File: src/rtl/bus_txn_ctrl_pkg.sv
// Purpose : shared types and helpers for the snoopy MSI bus transaction sequencer.
// Contents: bus_msg_t (bus message encoding), bus_state_t (sequencer states),
//           lowest_set_idx() (index of the lowest set bit of a vector).
// MAX_PROCS bounds the helper's vector width; NUM_PROCS must not exceed it.
package bus_pkg;

  localparam int unsigned MAX_PROCS = 32;

  typedef enum logic [1:0] {
    BUS_RD   = 2'b00,
    BUS_RDX  = 2'b01,
    BUS_UPGR = 2'b10,
    BUS_RSVD = 2'b11
  } bus_msg_t;

  typedef enum logic [2:0] {
    IDLE,
    BCAST,
    SNOOP,
    FLUSH,
    MEM,
    DONE
  } bus_state_t;

  // Scans from the top down so the lowest set index is the one left standing.
  function automatic int unsigned lowest_set_idx(input logic [MAX_PROCS-1:0] v);
    int unsigned idx;
    idx = 0;
    for (int unsigned i = MAX_PROCS; i > 0; i--) begin
      if (v[i-1]) idx = i - 1;
    end
    return idx;
  endfunction

endpackage

File: src/rtl/bus_txn_ctrl_rr_arbiter.sv
// Purpose : combinational round-robin arbiter. Picks the first set request
//           searching upward from ptr_i with wrap-around.
// Ports   : req_i   request vector
//           ptr_i   search start index (the pointer register lives in the caller)
//           gnt_o   one-hot grant (all zero when no request)
//           idx_o   index of the granted requester
//           valid_o any request present
module rr_arbiter #(
  parameter int unsigned N  = 4,
  parameter int unsigned IW = $clog2(N)
) (
  input  logic [N-1:0]  req_i,
  input  logic [IW-1:0] ptr_i,
  output logic [N-1:0]  gnt_o,
  output logic [IW-1:0] idx_o,
  output logic          valid_o
);

  always_comb begin
    int unsigned j;
    logic        found;
    gnt_o   = '0;
    idx_o   = '0;
    found   = 1'b0;
    for (int unsigned k = 0; k < N; k++) begin
      j = 32'(ptr_i) + k;
      if (j >= N) j = j - N;
      if (!found && req_i[j]) begin
        found = 1'b1;
        gnt_o = N'(1) << j;
        idx_o = IW'(j);
      end
    end
    valid_o = found;
  end

endmodule

File: src/rtl/bus_txn_ctrl.sv
// Purpose : transaction sequencer for a shared snoopy MSI bus. Arbitrates
//           round-robin, broadcasts the winner's message/address, runs the
//           snoop window, then steers the data phase (snooper flush or memory
//           read) and holds the bus until the transaction ends.
// Ports   : clk_i/rst_i (sync, active-high); req_i/msg_i/addr_i per-cache
//           request, message, address; gnt_o one-hot grant; bus_valid_o,
//           bus_msg_o, bus_addr_o, bus_owner_o broadcast; flush_i snoop
//           responses, flush_sel_o flushing cache; mem_req_o/mem_we_o/
//           mem_addr_o/mem_ack_i memory handshake; done_o completion pulse;
//           err_o watchdog pulse.
// Config  : define BUS_TIMEOUT_EN to build the memory-ack watchdog; without it
//           FLUSH/MEM wait indefinitely and err_o is tied 0.
module bus_txn_ctrl
  import bus_pkg::*;
#(
  parameter int unsigned NUM_PROCS      = 4,
  parameter int unsigned ADDR_SIZE      = 32,
  parameter int unsigned SNOOP_CYCLES   = 1,
  parameter int unsigned TIMEOUT_CYCLES = 64
) (
  input  logic                           clk_i,
  input  logic                           rst_i,
  input  logic [NUM_PROCS-1:0]           req_i,
  input  logic [2*NUM_PROCS-1:0]         msg_i,
  input  logic [ADDR_SIZE*NUM_PROCS-1:0] addr_i,
  output logic [NUM_PROCS-1:0]           gnt_o,
  output logic                           bus_valid_o,
  output logic [1:0]                     bus_msg_o,
  output logic [ADDR_SIZE-1:0]           bus_addr_o,
  output logic [$clog2(NUM_PROCS)-1:0]   bus_owner_o,
  input  logic [NUM_PROCS-1:0]           flush_i,
  output logic [NUM_PROCS-1:0]           flush_sel_o,
  output logic                           mem_req_o,
  output logic                           mem_we_o,
  output logic [ADDR_SIZE-1:0]           mem_addr_o,
  input  logic                           mem_ack_i,
  output logic [NUM_PROCS-1:0]           done_o,
  output logic                           err_o
);

  localparam int unsigned IW  = $clog2(NUM_PROCS);
  localparam int unsigned SCW = (SNOOP_CYCLES > 1) ? $clog2(SNOOP_CYCLES) : 1;

  bus_state_t           state_q, state_d;
  logic [IW-1:0]        rr_ptr_q, rr_ptr_d;
  logic [IW-1:0]        owner_q, owner_d;
  logic [NUM_PROCS-1:0] gnt_q, gnt_d;
  bus_msg_t             msg_q, msg_d;
  logic [ADDR_SIZE-1:0] addr_q, addr_d;
  logic                 bus_valid_q, bus_valid_d;
  logic [NUM_PROCS-1:0] sticky_q, sticky_d;
  logic [NUM_PROCS-1:0] flush_sel_q, flush_sel_d;
  logic                 mem_req_q, mem_req_d;
  logic                 mem_we_q, mem_we_d;
  logic [NUM_PROCS-1:0] done_q, done_d;
  logic [SCW-1:0]       snoop_cnt_q, snoop_cnt_d;

  logic [NUM_PROCS-1:0] arb_gnt;
  logic [IW-1:0]        arb_idx;
  logic                 arb_valid;
  logic [NUM_PROCS-1:0] sticky_nx;
  logic                 go_done;

`ifdef BUS_TIMEOUT_EN
  localparam int unsigned TW = $clog2(TIMEOUT_CYCLES + 1);
  logic [TW-1:0] tmo_cnt_q, tmo_cnt_d;
  logic          err_q, err_d;
`endif

  rr_arbiter #(.N(NUM_PROCS), .IW(IW)) u_arb (
    .req_i   (req_i),
    .ptr_i   (rr_ptr_q),
    .gnt_o   (arb_gnt),
    .idx_o   (arb_idx),
    .valid_o (arb_valid)
  );

  // Owner's own flush response is never a data source for its own request.
  assign sticky_nx = sticky_q | (flush_i & ~gnt_q);

  always_comb begin
    state_d     = state_q;
    rr_ptr_d    = rr_ptr_q;
    owner_d     = owner_q;
    gnt_d       = gnt_q;
    msg_d       = msg_q;
    addr_d      = addr_q;
    bus_valid_d = 1'b0;
    sticky_d    = sticky_q;
    flush_sel_d = flush_sel_q;
    mem_req_d   = mem_req_q;
    mem_we_d    = mem_we_q;
    done_d      = '0;
    snoop_cnt_d = snoop_cnt_q;
    go_done     = 1'b0;
`ifdef BUS_TIMEOUT_EN
    tmo_cnt_d   = tmo_cnt_q;
    err_d       = 1'b0;
`endif

    unique case (state_q)
      IDLE: begin
        if (arb_valid) begin
          state_d     = BCAST;
          gnt_d       = arb_gnt;
          owner_d     = arb_idx;
          bus_valid_d = 1'b1;
          rr_ptr_d    = (arb_idx == IW'(NUM_PROCS - 1)) ? '0 : arb_idx + IW'(1);
          for (int unsigned p = 0; p < NUM_PROCS; p++) begin
            if (arb_gnt[p]) begin
              msg_d  = bus_msg_t'(msg_i[2*p +: 2]);
              addr_d = addr_i[ADDR_SIZE*p +: ADDR_SIZE];
            end
          end
        end
      end
      BCAST: begin
        state_d     = SNOOP;
        sticky_d    = '0;
        snoop_cnt_d = '0;
      end
      SNOOP: begin
        sticky_d = sticky_nx;
        if (snoop_cnt_q == SCW'(SNOOP_CYCLES - 1)) begin
          if (|sticky_nx) begin
            state_d     = FLUSH;
            flush_sel_d = NUM_PROCS'(1) << lowest_set_idx(MAX_PROCS'(sticky_nx));
            mem_req_d   = 1'b1;
            mem_we_d    = 1'b1;
          end else if ((msg_q == BUS_RD) || (msg_q == BUS_RDX)) begin
            state_d   = MEM;
            mem_req_d = 1'b1;
            mem_we_d  = 1'b0;
          end else begin
            go_done = 1'b1;
          end
`ifdef BUS_TIMEOUT_EN
          tmo_cnt_d = '0;
`endif
        end else begin
          snoop_cnt_d = snoop_cnt_q + SCW'(1);
        end
      end
      FLUSH, MEM: begin
        if (mem_ack_i) begin
          go_done = 1'b1;
`ifdef BUS_TIMEOUT_EN
        end else if (tmo_cnt_q == TW'(TIMEOUT_CYCLES - 1)) begin
          err_d   = 1'b1;
          go_done = 1'b1;
        end else begin
          tmo_cnt_d = tmo_cnt_q + TW'(1);
`endif
        end
      end
      DONE: begin
        state_d = IDLE;
      end
      default: begin
        state_d = IDLE;
      end
    endcase

    // Every path into DONE releases the bus the same way.
    if (go_done) begin
      state_d     = DONE;
      gnt_d       = '0;
      flush_sel_d = '0;
      mem_req_d   = 1'b0;
      mem_we_d    = 1'b0;
      done_d      = gnt_q;
    end
  end

  always_ff @(posedge clk_i) begin
    if (rst_i) begin
      state_q     <= IDLE;
      rr_ptr_q    <= '0;
      owner_q     <= '0;
      gnt_q       <= '0;
      msg_q       <= BUS_RD;
      addr_q      <= '0;
      bus_valid_q <= 1'b0;
      sticky_q    <= '0;
      flush_sel_q <= '0;
      mem_req_q   <= 1'b0;
      mem_we_q    <= 1'b0;
      done_q      <= '0;
      snoop_cnt_q <= '0;
`ifdef BUS_TIMEOUT_EN
      tmo_cnt_q   <= '0;
      err_q       <= 1'b0;
`endif
    end else begin
      state_q     <= state_d;
      rr_ptr_q    <= rr_ptr_d;
      owner_q     <= owner_d;
      gnt_q       <= gnt_d;
      msg_q       <= msg_d;
      addr_q      <= addr_d;
      bus_valid_q <= bus_valid_d;
      sticky_q    <= sticky_d;
      flush_sel_q <= flush_sel_d;
      mem_req_q   <= mem_req_d;
      mem_we_q    <= mem_we_d;
      done_q      <= done_d;
      snoop_cnt_q <= snoop_cnt_d;
`ifdef BUS_TIMEOUT_EN
      tmo_cnt_q   <= tmo_cnt_d;
      err_q       <= err_d;
`endif
    end
  end

  assign gnt_o       = gnt_q;
  assign bus_valid_o = bus_valid_q;
  assign bus_msg_o   = msg_q;
  assign bus_addr_o  = addr_q;
  assign bus_owner_o = owner_q;
  assign flush_sel_o = flush_sel_q;
  assign mem_req_o   = mem_req_q;
  assign mem_we_o    = mem_we_q;
  assign mem_addr_o  = addr_q;
  assign done_o      = done_q;
`ifdef BUS_TIMEOUT_EN
  assign err_o       = err_q;
`else
  assign err_o       = 1'b0;
`endif

endmodule

File: config.mk
export PLATFORM = sky130hd
export DESIGN_NAME = bus_txn_ctrl
export DESIGN_NICKNAME = d
export VERILOG_FILES = /design/src/rtl/bus_txn_ctrl_pkg.sv /design/src/rtl/bus_txn_ctrl_rr_arbiter.sv /design/src/rtl/bus_txn_ctrl.sv
export SDC_FILE = /design/constraint.sdc
export NUM_CORES = 1
export LEC_CHECK = 0
export ABC_CLOCK_PERIOD_IN_PS = 3400
export CELL_PAD_IN_SITES_DETAIL_PLACEMENT = 1
export CELL_PAD_IN_SITES_GLOBAL_PLACEMENT = 1
export CORE_ASPECT_RATIO = 0.5
export CORE_MARGIN = 2
export CORE_UTILIZATION = 28
export DETAILED_ROUTE_END_ITERATION = 10
export GPL_ROUTABILITY_DRIVEN = 0
export HOLD_SLACK_MARGIN = 0.05
export PLACE_DENSITY_LB_ADDON = 0.25
export REMOVE_ABC_BUFFERS = 1
export SLEW_MARGIN = 10
export SYNTH_ARGS = -nofsm -noshare
export SYNTH_HDL_FRONTEND = slang
export SYNTH_SLANG_ARGS = --single-unit
File: constraint.sdc
create_clock -name clk_i -period 3.4 [get_ports clk_i]
set_input_delay 0.68 -clock clk_i [delete_from_list [all_inputs] [get_ports clk_i]]
set_output_delay 0.68 -clock clk_i [all_outputs]
set_load 0.02 [all_outputs]
Word-level counts from Yosys, hierarchy flattened
Index checks and enable logic that the tools add are counted.

Word-level logic and storage cells: 138. Input port bits: 147. Register bits: 61. Output and inout bits: 84.

Bitwise logic cells: 7. Eq/ne operators: 13. $lt $le $gt $ge: 8. Add/sub/neg operators: 9. Shift operators: 5. Multiplexer cells: 59. Reduce and logical (&&, ||, !) cells: 23.

Operators with widths (count): two-way mux 32 bit (14); << shifter 1 x 32 -> 4 bit (first input constant) (5); < comparator 32 x 3 -> 1 bit (second input constant) (4); >= comparator 32 x 3 -> 1 bit (second input constant) (3); subtractor 32 x 3 -> 32 bit (second input constant) (3); two-way mux 2 bit (10); two-way mux 1 bit (18); two-way mux 4 bit (4); two-way mux 3 bit (5); case mux 3 bit (4 select lines) (1); inequality test 3 bit (second input constant) (3); AND reduction 3 bit (3); binary-select mux 1 bit (select 2 bit) (4); case mux 4 bit (2 select lines) (1); AND reduction 4 bit (2); OR reduction 2 bit (4); adder 2 x 2 -> 3 bit (second input constant) (2); == test 3 x 2 -> 1 bit (second input constant) (2); inequality test 2 bit (second input constant) (3); bitwise AND 4 bit (1); inequality test 4 bit (second input constant) (1); NOT 1 bit (4); NOT 4 bit (1); bitwise OR 4 bit (1); 19 further kinds (25).

Longest topological paths before layout
Gate-level depths: netlist of run 1.

Depth in word-level cells: 18. Gate-level depth with buffers: 14. Depth with buffers taken out: 8.

Modules after synthesis
Synthesis of run 1 repeated with hierarchy kept, for this count alone.

Cells, all modules: 480. Area total of the unflattened synthesis: 4067.7 um^2.

By module, submodules not included: bus_txn_ctrl (times used 1, area an instance 3604.7 um^2, cells an instance 433, seq. area each 1201.2 um^2); rr_arbiter (times used 1, area an instance 462.9 um^2, cells an instance 47, seq. area each 0.0 um^2).

Worst setup path after synthesis of run 1
OpenSTA, ideal clock, no wires.

Kind: register to register. Start: register (tool-made name). End: register addr_q[22] (netlist: bus_addr_o[22]). Path slack: 0.278 ns. Data required time: 3.271 ns. Library setup time: 0.129 ns. Cell stages (with the launch flop): 13. Arrival time: 2.993 ns. Clock period less this slack: 3.122 ns. Path buffers: 4. Cells stage by stage: dfxtp_1 > buf_6 > inv_1 > ha_1 > mux4_2 > or4bb_1 > o211ai_2 > nand4bb_1 > buf_4 > o31a_1 > buf_6 > buf_6 > a31oi_1.

RTL lines: end signal: assignment (RTL line bus_txn_ctrl.sv:200) `addr_q <= addr_d;`; end: declaration (RTL line bus_txn_ctrl.sv:49) `logic [ADDR_SIZE-1:0] addr_q, addr_d;`.

==> results of run 1 <==
[sequential cells by signal, summed over array words and instances (netlist names), named ones only]
signal,flops
bus_addr_o,32
rr_ptr_q,1
mem_req_o,1
done_o,4
gnt_o,4
mem_we_o,1
bus_owner_o,2
bus_msg_o,2
sticky_q,4
flush_sel_o,4
bus_valid_o,1
state_q,3
[metrics by stage]
stage               cell area, µm²  hold slack [ps]  setup slack (ps)  util [%]
floorplan                     3940              430             -1940         -
global placement              6890              443              74.0      44.4
detailed placement            6890              455             -50.4      44.4
CTS                           7160              463               274      46.1
global route                  7160              488               145      46.1
finish                        7160              455               285      46.1
[routing by layer]
metal	up-vias	global-route usage, %	wire length (µm)
met5	-	0	13
met2	145	38.4	9380
met4	2	5.60	295
met3	27	3.70	738
met1	2597	25.7	7970
li1	2509	-	-
[synthesized netlist by cell type, drive strengths merged, types with 4 or more instances]
master / n
nand2b: 5
nand2: 51
buf: 57
a21boi: 34
a22oi: 6
and2: 4
a211oi: 4
a31oi: 37
clkbuf: 38
o21ai: 6
ha: 7
dfxtp: 60
o41ai: 35
a311o: 34
inv: 7
o221ai: 34
mux4: 4
nor2: 92
a21oi: 13
nor2b: 6
[logic make-up after synthesis]
| group | Yosys count | share of synthesized area [%] |
|---|---|---|
| DFF | 60 | 26.8 |
| xor gates and xnor gates | 1 | 0.195 |
| buffers and inverters | 102 | 12.7 |
| and+or+nand+nor | 170 | 16.5 |
| muxes | 6 | 2.45 |
| adders and majority gates | 7 | 1.95 |
| AOI/OAI and AO/OA | 220 | 39.3 |
| other | 1 | 0.0836 |
[area by class of cell]
class | count | area, µm²
clock inverters | 7 | 43.8
flip-flops and latches | 60 | 1200
repair buffers | 264 | 2650
multi-input cells | 405 | 2760
inverters | 7 | 26.3
fillers | 1823 | 8370
clock buffers | 9 | 225
well taps | 204 | 255
[power groups by stage]
stage / Combinational [µW] / Clock (µW) / Sequential, µW
3_5_place_dp: 4570 / 0 / 1160
6_report: 4570 / 839 / 1150
3_3_place_gp: 4450 / 0 / 1150
4_1_cts: 4590 / 864 / 1150
2_1_floorplan: 2170 / 0 / 1510
5_1_grt: 4970 / 894 / 1180
[worst register-to-register path, stage by stage, from the launching register on]
cell and delay (ps):
dfxtp_1 320, inv_1 110, ha_1 410, mux4_2 600, nor4b_4 440, and2_1 320, buf_4 330, a311o_1 180
o221ai_1 130, a31oi_1 200
[path summary, 6_finish.rpt]
check                                     from              to  slack (ps)  cells past startpoint
worst max-delay path                  register   bus_addr_o[7]         290                      9
worst max register to register        register   bus_addr_o[7]         290                      9
worst min register to register  flush_sel_o[0]  flush_sel_o[0]         460                      2
worst min-delay path            flush_sel_o[0]  flush_sel_o[0]         460                      2
==> results.json, run 1 <==
{
  "pwr-share-seq_pct": 17.5,
  "synth_area_per_cell_um2": 7.91,
  "hold_violations": 0,
  "ys_seq_area_share_pct": 26.8,
  "clockBufferDepth": 2,
  "arrival_ps": 3370,
  "fp-row-count": 32,
  "io_pins": 231,
  "start_util_pct": 28.9,
  "synth-main-ff-cell": "dfxtp_1",
  "crit_buf_inv": 2,
  "tns_ps": 0,
  "cts_buffers": 9,
  "htree_levels": 3,
  "clkSinkCount": 60,
  "hold_buffers": 0,
  "most-common-layout-cells": "clkdlybuf4s50_1 (228), nor2_1 (91), dfxtp_1 (60)",
  "post-route-min-period_ps": 3110,
  "ys_ff_latch": 60,
  "die_h_um": 93.5,
  "peakVddDrop_mv": 0.435,
  "layout_commonest_cell": "clkdlybuf4s50_1",
  "grt_max_degree": 71,
  "critPathTopFamily": "simple AND/OR/NAND/NOR gates",
  "synth_cell_types": 50,
  "max_cap_violations": 0,
  "numPortBuffers": 229,
  "outcome": "finished, final reports clean",
  "fp.coreArea_um2": 15500,
  "skew_ps": 6.17,
  "finalSetupViolCount": 0,
  "dp_cells": 940,
  "crit_type": "reg -> reg",
  "hold_path_class": "reg -> reg",
  "post_cts_buffers": 0,
  "cts_tree": "yes",
  "period_share_pct": 91.6,
  "synth_edf_count": 0,
  "first_pass_iters": 4,
  "ys_async_sr_fraction_pct": 0,
  "final_cells": 956,
  "yosys-top-cells-area": "dfxtp_1 (27%), nor2_1 (7.7%), a311o_1 (7.6%), o41ai_1 (6.8%), o221ai_1 (6.6%)",
  "slowest_delay_ps": 600,
  "areaGrowthSynthToFinish_pct": 59.6,
  "clock_latency_ps": 330,
  "rsz0062_at_grt": "false",
  "crit_path_cell_trace": "inv_1 -> ha_1 -> mux4_2 -> nor4b_4 -> and2_1 -> buf_4 -> a311o_1 -> o221ai_1 -> a31oi_1",
  "finalMaxSlewViolations": 0,
  "syn_inst": 567,
  "max_freq_mhz": 321,
  "grt_usage_pct": 21.1,
  "yosysWarnings": 0,
  "drc": 0,
  "antenna_left": 0,
  "hpwl_um": 13500,
  "die_area_um2": 17100,
  "swShare_pct": 47.3,
  "grt_overflow": 0,
  "layout.nets": 901,
  "post_cts_resized": 0,
  "synth_top_area_share_pct": 26.8,
  "crit_path_max_fanout": 21,
  "clock-root-buffer": "clkbuf_16",
  "synth_area_um2": 4490,
  "grt_pass1_wl_um": 28700,
  "power_density_nw_per_um2": 915,
  "die-width_um": 183,
  "endpoint_kind": "register",
  "p_int_uw": 3450,
  "yosysTopAreaCell": "dfxtp_1",
  "slowest_stage": "mux4_2",
  "startpoint_type": "register",
  "power_frac_clock_pct": 12.8,
  "grt_pass1_vias": 5422,
  "num_vias": 5280,
  "clk_pin_slew_ps": 60,
  "vias_per_cell": 5.52,
  "n_antenna_cell": 0,
  "wl_um": 18400,
  "power.switching_uw": 3100,
  "post_drt_wl_per_cell_um": 19.2,
  "power.leakage_uw": 0.00250,
  "power.total_uw": 6560,
  "critPathRequiredTime_ps": 3650,
  "pwr-share-comb_pct": 69.7,
  "antenna_found_initial": 1,
  "drive_gt1_share_pct": 9.04,
  "drt_iter0_drc": 189
}
Note: power is estimated with default switching activity, not from simulation.
==> run 2, diff against run 1 <==
--- a/config.mk
+++ b/config.mk
@@ -9,7 +9,6 @@
 export CELL_PAD_IN_SITES_DETAIL_PLACEMENT = 1
 export CELL_PAD_IN_SITES_GLOBAL_PLACEMENT = 1
 export CORE_ASPECT_RATIO = 0.5
-export CORE_MARGIN = 2
 export CORE_UTILIZATION = 28
 export DETAILED_ROUTE_END_ITERATION = 10
 export GPL_ROUTABILITY_DRIVEN = 0
==> results.json, run 2 (same netlist as run 1, synthesis figures left out) <==
{
  "multi_input_area_um2": 2760,
  "pwr-share-seq_pct": 17.5,
  "vias_per_cell": 5.52,
  "max_freq_mhz": 311,
  "pwr-share-comb_pct": 69.5,
  "wl_um": 17700,
  "tightestPinTransition_ps": 997,
  "p_int_uw": 3450,
  "drt_iter0_drc": 251,
  "io_pins": 231,
  "grt_usage_pct": 21.3,
  "max_cap_violations": 0,
  "routed-wl-met3_um": 666,
  "power_density_nw_per_um2": 913,
  "clock_latency_ps": 330,
  "wl_met1_um": 7800,
  "arrival_ps": 3480,
  "most-common-layout-cells": "clkdlybuf4s50_1 (228), nor2_1 (91), dfxtp_1 (60)",
  "post_cts_buffers": 0,
  "highest_layer": "met4",
  "grt_pass1_wl_um": 28300,
  "die_h_um": 91.5,
  "crit_buf_inv": 2,
  "clock-root-buffer": "clkbuf_16",
  "post_drt_wl_per_cell_um": 18.5,
  "final_util_pct": 46.1,
  "layout_commonest_cell": "clkdlybuf4s50_1",
  "swShare_pct": 47.2,
  "hold_buffers": 0,
  "clk_pin_slew_ps": 60,
  "slowest_stage": "nor2_4",
  "grt_max_degree": 49,
  "areaGrowthSynthToFinish_pct": 59.6,
  "drive_gt1_share_pct": 9.04,
  "endpoint_kind": "register",
  "hold_violations": 0,
  "hold_path_class": "reg -> reg",
  "critPathTopFamily": "simple AND/OR/NAND/NOR gates",
  "num_vias": 5275,
  "first_pass_iters": 4,
  "rsz0062_at_grt": "false",
  "fp.coreArea_um2": 15500,
  "final_cells": 956,
  "post-route-min-period_ps": 3220,
  "htree_levels": 3,
  "power.switching_uw": 3090,
  "fp-row-count": 32,
  "finalMaxSlewViolations": 0,
  "crit_type": "in -> reg",
  "post_cts_resized": 0,
  "power.leakage_uw": 0.00250,
  "whs_ps": 455,
  "period_share_pct": 94.7,
  "antenna_found_initial": 0,
  "startpoint_type": "primary input",
  "final_area_um2": 7160,
  "wl_met2_um": 9030,
  "fillers": 1784,
  "cts_tree": "yes",
  "antenna_left": 0,
  "critPathRequiredTime_ps": 3660,
  "skew_ps": 5.09,
  "peakVddDrop_mv": 0.589,
  "drc": 0,
  "slowest_delay_ps": 770,
  "power_frac_clock_pct": 13.0,
  "grt_overflow": 0,
  "placed_area_um2": 6890,
  "grt_pass1_vias": 5453,
  "dp_cells": 940,
  "start_util_pct": 28.9,
  "cts_buffers": 9,
  "finalSetupViolCount": 0,
  "outcome": "finished, final reports clean",
  "layout.nets": 901,
  "clkSinkCount": 60,
  "numPortBuffers": 229,
  "largest_reg_flops": 32,
  "crit_path_max_fanout": 35,
  "die-width_um": 181,
  "regArea_um2": 1200,
  "die_area_um2": 16600,
  "clockBufferDepth": 2,
  "n_antenna_cell": 0,
  "hpwl_um": 13000,
  "max_slew_margin_pct": 33.4,
  "crit_path_cell_trace": "clkdlybuf4s50_1 -> buf_4 -> mux4_2 -> nor4b_4 -> and2_1 -> nor2_4 -> o221ai_1 -> a31oi_1"
}
## run 2: layout make-up
cell class,instances,area share [%]
inverter,7,0.367
multi-input combinational,405,38.6
tap,204,3.56
clock buffer,9,3.14
sequential,60,16.8
clock inverter,7,0.611
timing repair buffer,264,37.0
## run 2: final timing paths
check                           slack [ps]  depth (start not counted)             end      startpoint
worst max-delay path                   180                          8   bus_addr_o[9]        req_i[3]
worst min-delay path                   460                          2  flush_sel_o[0]  flush_sel_o[0]
worst max register to register         200                          9   bus_addr_o[9]        register
worst min register to register         460                          2  flush_sel_o[0]  flush_sel_o[0]
## run 2: stage by stage
stage | TNS (ps) | worst slack (ps) | power (µW)
after floorplan | -65970 | -1940 | 3680
after global placement | -922 | -81.5 | 5620
after detailed placement | -3220 | -154 | 5710
after CTS | 0 | 172 | 6580
after global routing | 0 | 14.0 | 7020
final | 0 | 180 | 6540
## run 2: power by group through the flow
stage / Sequential [µW] / Clock, µW / Combinational [µW]
floorplan: 1510 / 0 / 2170
global placement: 1150 / 0 / 4470
detailed placement: 1160 / 0 / 4550
CTS: 1150 / 862 / 4570
global route: 1180 / 898 / 4940
finish: 1140 / 849 / 4540
## run 2: layer usage
metal | vias to the layer above | global-route usage (%)
li1 | 2504 | -
met1 | 2622 | 26.5
met2 | 133 | 38.4
met3 | 16 | 3.41
met4 | 0 | 4.94
met5 | - | 0
## run 2: worst reg2reg max path, stage by stage (launching register included)
cell,delay [ps]
dfxtp_1,330
inv_1,120
ha_1,420
mux4_2,590
buf_4,190
nand2_1,110
o211ai_4,110
nor2_4,780
o221ai_1,280
a31oi_1,200
